===== src/rtl/vedic_pkg.sv =====
// Shared types and helpers for the sequential Vedic multiply-accumulate block.
// Latency: n/a (declarations only).
// Backpressure: n/a.
package vedic_pkg;

    typedef enum logic [1:0] {
        IDLE = 2'd0,
        BUSY = 2'd1,
        DONE = 2'd2
    } state_t;

    // Accumulator width: full product plus guard bits.
    function automatic int vedic_ow(input int width, input int acc_bits);
        return 2 * width + acc_bits;
    endfunction

endpackage


===== src/rtl/vedic_row_mult.sv =====
// Multiplies a WIDTH-bit operand by one 2-bit digit using WIDTH/2 Vedic 2x2 cells.
// Latency: combinational.
// Backpressure: none.
module vedic_row_mult #(
    parameter int WIDTH = 8
) (
    input  logic [WIDTH-1:0] i_a,
    input  logic [1:0]       i_b,
    output logic [WIDTH+1:0] o_row
);

    localparam int ND = WIDTH / 2;

    logic [3:0] w_dig [ND];

    for (genvar gi = 0; gi < ND; gi++) begin : g_cell
        vedicmultiplier_2bit u_cell (
            .i_a (i_a[2*gi +: 2]),
            .i_b (i_b),
            .o_p (w_dig[gi])
        );
    end

    // Shift each digit product into its position and sum; the total never exceeds WIDTH+2 bits.
    always_comb begin
        o_row = '0;
        for (int j = 0; j < ND; j++) begin
            o_row = o_row + ((WIDTH + 2)'(w_dig[j]) << (2 * j));
        end
    end

endmodule


===== src/rtl/vedicmultiplier_2bit.sv =====
// 2x2 unsigned Vedic (Urdhva-Tiryakbhyam) multiplier cell.
// Latency: combinational.
// Backpressure: none.
module vedicmultiplier_2bit (
    input  logic [1:0] i_a,
    input  logic [1:0] i_b,
    output logic [3:0] o_p
);

    logic w_cross0;
    logic w_cross1;
    logic w_vert1;
    logic w_c1;

    assign w_cross0 = i_a[1] & i_b[0];
    assign w_cross1 = i_a[0] & i_b[1];
    assign w_vert1  = i_a[1] & i_b[1];
    assign w_c1     = w_cross0 & w_cross1;

    // Vertical and crosswise partial products combined with two half adders.
    assign o_p[0] = i_a[0] & i_b[0];
    assign o_p[1] = w_cross0 ^ w_cross1;
    assign o_p[2] = w_vert1 ^ w_c1;
    assign o_p[3] = w_vert1 & w_c1;

endmodule


===== src/rtl/vedicmultiplier_mac_seq.sv =====
// Sequential unsigned multiply-accumulate, one 2-bit multiplier digit per cycle.
// Latency: WIDTH/2 edges from accept to outValid.
// Backpressure: result held in DONE until outReady; inReady only in IDLE.
module vedicmultiplier_mac_seq
    import vedic_pkg::*;
#(
    parameter int WIDTH    = 8,
    parameter int ACC_BITS = 4
) (
    input  logic                                     clk,
    input  logic                                     rst_n,
    input  logic                                     inValid,
    output logic                                     inReady,
    input  logic [WIDTH-1:0]                         inData_A,
    input  logic [WIDTH-1:0]                         inData_B,
    input  logic                                     inAccumulate,
    output logic                                     outValid,
    input  logic                                     outReady,
    output logic [vedic_ow(WIDTH, ACC_BITS)-1:0]     outData_C,
    output logic                                     outOverflow
);

    localparam int OW = vedic_ow(WIDTH, ACC_BITS);
    localparam int ND = WIDTH / 2;
    localparam int KW = (ND > 1) ? $clog2(ND) : 1;

    state_t              r_state;
    state_t              w_state_nxt;
    logic [KW-1:0]       r_k;
    logic [WIDTH-1:0]    r_a;
    logic [WIDTH-1:0]    r_b;
    logic                r_acc;
    logic [2*WIDTH-1:0]  r_pp;
    logic [OW-1:0]       r_c;
    logic                r_ovf;

    logic [WIDTH-1:0]    w_b_shift;
    logic [WIDTH+1:0]    w_row;
    logic [2*WIDTH-1:0]  w_row_shift;
    logic [2*WIDTH-1:0]  w_pp_next;
    logic [OW:0]         w_sum;
    logic                w_last;

    // Select multiplier digit k and form its row product.
    assign w_b_shift = r_b >> {r_k, 1'b0};

    vedic_row_mult #(.WIDTH(WIDTH)) u_row (
        .i_a   (r_a),
        .i_b   (w_b_shift[1:0]),
        .o_row (w_row)
    );

    assign w_row_shift = (2 * WIDTH)'(w_row) << {r_k, 1'b0};
    assign w_pp_next   = r_pp + w_row_shift;
    assign w_last      = (r_k == KW'(ND - 1));
    // One extra bit catches the carry out of the accumulator.
    assign w_sum       = (r_acc ? {1'b0, r_c} : '0) + (OW + 1)'(w_pp_next);

    // State register.
    always_ff @(posedge clk or negedge rst_n) begin
        if (!rst_n) begin
            r_state <= IDLE;
        end else begin
            r_state <= w_state_nxt;
        end
    end

    // Next-state logic: accept in IDLE, iterate digits in BUSY, hold result in DONE.
    always_comb begin
        w_state_nxt = r_state;
        case (r_state)
            IDLE:    if (inValid)  w_state_nxt = BUSY;
            BUSY:    if (w_last)   w_state_nxt = DONE;
            DONE:    if (outReady) w_state_nxt = IDLE;
            default:               w_state_nxt = IDLE;
        endcase
    end

    // Operand capture, digit iteration and accumulator update.
    always_ff @(posedge clk or negedge rst_n) begin
        if (!rst_n) begin
            r_k   <= '0;
            r_a   <= '0;
            r_b   <= '0;
            r_acc <= 1'b0;
            r_pp  <= '0;
            r_c   <= '0;
            r_ovf <= 1'b0;
        end else begin
            case (r_state)
                IDLE: begin
                    if (inValid) begin
                        r_a   <= inData_A;
                        r_b   <= inData_B;
                        r_acc <= inAccumulate;
                        r_pp  <= '0;
                        r_k   <= '0;
                    end
                end
                BUSY: begin
                    r_pp <= w_pp_next;
                    r_k  <= r_k + KW'(1);
                    if (w_last) begin
                        r_c   <= w_sum[OW-1:0];
                        // Overflow is sticky across an accumulation chain, cleared by a fresh start.
                        r_ovf <= r_acc ? (r_ovf | w_sum[OW]) : 1'b0;
                    end
                end
                default: begin
                end
            endcase
        end
    end

    assign inReady     = (r_state == IDLE);
    assign outValid    = (r_state == DONE);
    assign outData_C   = r_c;
    assign outOverflow = r_ovf;

endmodule


===== config.mk =====
export PLATFORM = sky130hd
export DESIGN_NAME = vedicmultiplier_mac_seq
export DESIGN_NICKNAME = d
export VERILOG_FILES = /design/src/rtl/vedic_pkg.sv /design/src/rtl/vedic_row_mult.sv /design/src/rtl/vedicmultiplier_2bit.sv /design/src/rtl/vedicmultiplier_mac_seq.sv
export SDC_FILE = /design/constraint.sdc
export NUM_CORES = 1
export LEC_CHECK = 0
export ABC_CLOCK_PERIOD_IN_PS = 13900
export BUFFER_PORTS_ARGS = -buffer_cell sky130_fd_sc_hd__clkbuf_2
export CORE_MARGIN = 2
export CORE_UTILIZATION = 30
export DETAILED_ROUTE_END_ITERATION = 16
export HOLD_SLACK_MARGIN = 0.02
export REMOVE_ABC_BUFFERS = 1
export SYNTH_ARGS = -nofsm -noshare
export SYNTH_HDL_FRONTEND = slang
export SYNTH_SLANG_ARGS = --single-unit

===== constraint.sdc =====
create_clock -name clk -period 13.9 [get_ports clk]
set_input_delay 2.78 -clock clk [delete_from_list [all_inputs] [get_ports clk]]
set_output_delay 2.78 -clock clk [all_outputs]
set_load 0.01 [all_outputs]

==> flow_summary.toml <==
[synth]
yosysSeqAreaShare_pct = 32.12
synth.area.top_cells = "dfrtp_1 (32%), ha_1 (13%), nand2_1 (10%)"
ys.warnings.count = 0
synthFlopType = "dfrtp_1"
synth_edf_count = 0
yosys.cell_types.count = 57
synth_top_cell_area_share_pct = 32.12
syn_area_per_cell_um2 = 8.511
async_reset_ff_share_pct = 100.0
synth_seq_cells = 58
synth_largest_area_cell = "dfrtp_1"
syn_area_um2 = 4519
synth_cells = 531

[drt]
wl_met2_mm = 4.969
wl_per_cell_um = 14.36
drc = 0
highest_layer = "met4"
wl_met1_mm = 5.304
detail-route-antenna-nets = 0
drt_iter0_markers = 241
vias_per_cell = 5.098
drt_wl_total_mm = 10.80
dr_wl_met3_um = 349
via_count = 3834
firstDrtPassIters = 5

[critical_path]
worst-path-max-fanout = 19
cp_data_required_time_ns = 14.15
slowest_delay_ns = 0.78
critPathArrivalTime_ns = 7.32
worstSetupStartpointType = "register"
crit_top_cell = "ha_1"
end_kind = "register"
critPathTopFamily = "compound AO/OA/AOI/OAI gates"
cp_num_buf_inv = 0
reg2regPathDepth = 25
crit_type = "register to register"
cp.depth = 25
cp_slowest_cell = "o41ai_1"

[placement]
pre_cts_slack_ns = 6.902
dp_hpwl_mm = 7.865
gp_congestion = 0.8415
dp.cells = 736
port_buffers = 43

[die]
core-area_um2 = 14640
fp-row-count = 44
fp.dieH_um = 126.7
die_area_um2 = 16060
start_util_pct = 30.86
ios = 44
fp.dieW_um = 126.7

[layout]
multi_input_area_um2 = 2948
regArea_um2 = 1451
area_delta_synth_final_pct = 15.23
fillers = 1506
drive_gt1_share_pct = 12.50
final_nets = 633
final_cells = 752
n_antenna_cell = 0

[cts]
clkTransAtPathRegs_ns = 0.05
cts_tree = "built"
cts.path.max_buffers = 2
cts_setup_buffers = 0
cts_sinks = 58
cts_root_buf = "clkbuf_16"
htree_levels = 3
ctsResizeCount = 0
numCtsBuffers = 9
hold_buffers = 0
worstSkewPairLatency_ns = 0.34

[global_routing]
grt_pass1_wl_mm = 18.62
grt_use_total_pct = 14.47
antenna_found_initial = 0
grt_max_degree = 59
grt_overflow = 0
grt_pass1_vias = 3830

[timing]
timing.fmax_mhz = 141.5
finalHoldViolCount = 0
clock_skew_ns = 0.007780
slew_violations = 0
period_share_pct = 50.86
post-route-worst-setup-slack_ns = 6.831
hold_slack_ns = 0.4738
worst_pin_slew_ns = 1.018
setup_viol = 0
rsz0062_at_grt = "no"
slew_headroom_pct = 32.00
setup_tns_ns = 0
finalCriticalPeriod_ns = 7.069

[hold_path]
hold_path.class = "register to register"
hold-path-cell-count = 2

[status]
outcome = "complete, no violations"

[job]
cap_violations = 0
==> cell usage after synthesis, types with 5 or more instances <==
library cell / instances
xor2_1: 14
nand2b_1: 5
a211oi_1: 5
o211ai_1: 5
clkbuf_1: 24
a31oi_1: 5
a21o_1: 17
nor2_1: 16
and2_1: 33
xnor2_1: 18
a21oi_1: 32
inv_1: 6
dfrtp_1: 58
nand2_1: 120
o21bai_1: 7
and3_1: 5
ha_1: 46
o21ai_0: 34
nand3_1: 16
mux2i_1: 9
==> cells by family (layout without fill, tap and decap cells) <==
group	after synthesis	in the layout	share of synthesized area, %
AOI/OAI and AO/OA	138	138	20.16
xor gates and xnor gates	32	32	6.202
adders and majority gates	49	49	14.06
buffers and inverters	32	69	2.658
DFF	58	58	32.12
muxes	13	13	3.488
and+or+nand+nor	209	209	21.32
==> per-stage QoR <==
stage	area [um^2]	utilization (%)
floorplan	4425	-
global placement	4893	33.42
detailed placement	4893	33.42
CTS	5207	35.56
global route	5207	35.56
finish	5207	35.56
==> metal layers <==
metal  up-vias  GRT usage [%]
met5         -              0
met4         0          5.624
met3        12          3.037
met2        54          22.89
met1      1825          19.44
li1       1943              -
==> layout by cell type, fill, tap and decap left out, drive strengths merged, types with 3 or more instances in the layout <==
cell	instances
o31ai	3
a22o	3
o21a	3
o21ai	37
xor2	14
nand2b	5
and2	33
a31oi	5
nand2	120
nand4	3
dfrtp	58
buf	3
fa	3
a21oi	33
and3	5
nand3	16
o211ai	5
mux2i	9
xnor2	18
o21bai	7
ha	46
a21o	17
clkbuf	57
a211oi	6
inv	7
nor2	16
==> worst reg2reg max path, cell delays in order (launching register included) <==
cell and delay (ns):
dfrtp_1 0.73, mux4_2 0.67, and2_1 0.20, ha_1 0.19, ha_1 0.27, ha_1 0.22, fa_1 0.41, a21o_1 0.17
a21oi_1 0.22, o21bai_1 0.10, a21oi_1 0.22, xnor2_1 0.18, mux2i_1 0.13, mux2i_1 0.17, ha_1 0.29, a21oi_1 0.20
nor2_1 0.07, a211oi_1 0.28, nand2_1 0.13, o31ai_1 0.29, xnor2_1 0.14, ha_1 0.39, nand3_1 0.13, o41ai_1 0.78
a31oi_1 0.17, a211oi_1 0.22
==> cell type report <==
cell class | instances | share of cell area, %
clock buffer | 14 | 4.877
clock inverter | 2 | 1.153
inverter | 7 | 0.5046
multi-input combinational | 441 | 56.61
sequential | 58 | 27.87
tap | 184 | 4.421
timing repair buffer | 46 | 4.565
==> flip-flops by register name (all words and copies together) (netlist names) <==
signal,count
outOverflow,1
outData_C,20
r_pp,16
r_acc,1
r_b,8
r_a,8
r_state,2
r_k,2
==> worst paths after layout <==
path,from,endpoint,slack [ns]
max,r_k[0]$_DFFE_PN0P_,outData_C[17]$_DFFE_PN0P_,6.83
min,r_b[6]$_DFFE_PN0P_,r_b[6]$_DFFE_PN0P_,0.47
max reg2reg,r_k[0]$_DFFE_PN0P_,outData_C[17]$_DFFE_PN0P_,6.83
min reg2reg,r_b[6]$_DFFE_PN0P_,r_b[6]$_DFFE_PN0P_,0.47
max in group asynchronous,rst_n,outData_C[2]$_DFFE_PN0P_,10.80
min in group asynchronous,rst_n,r_a[7]$_DFFE_PN0P_,2.61
Power is not shown: default switching activity piles up to over one toggle a cycle in this logic, so the estimate is an artifact.
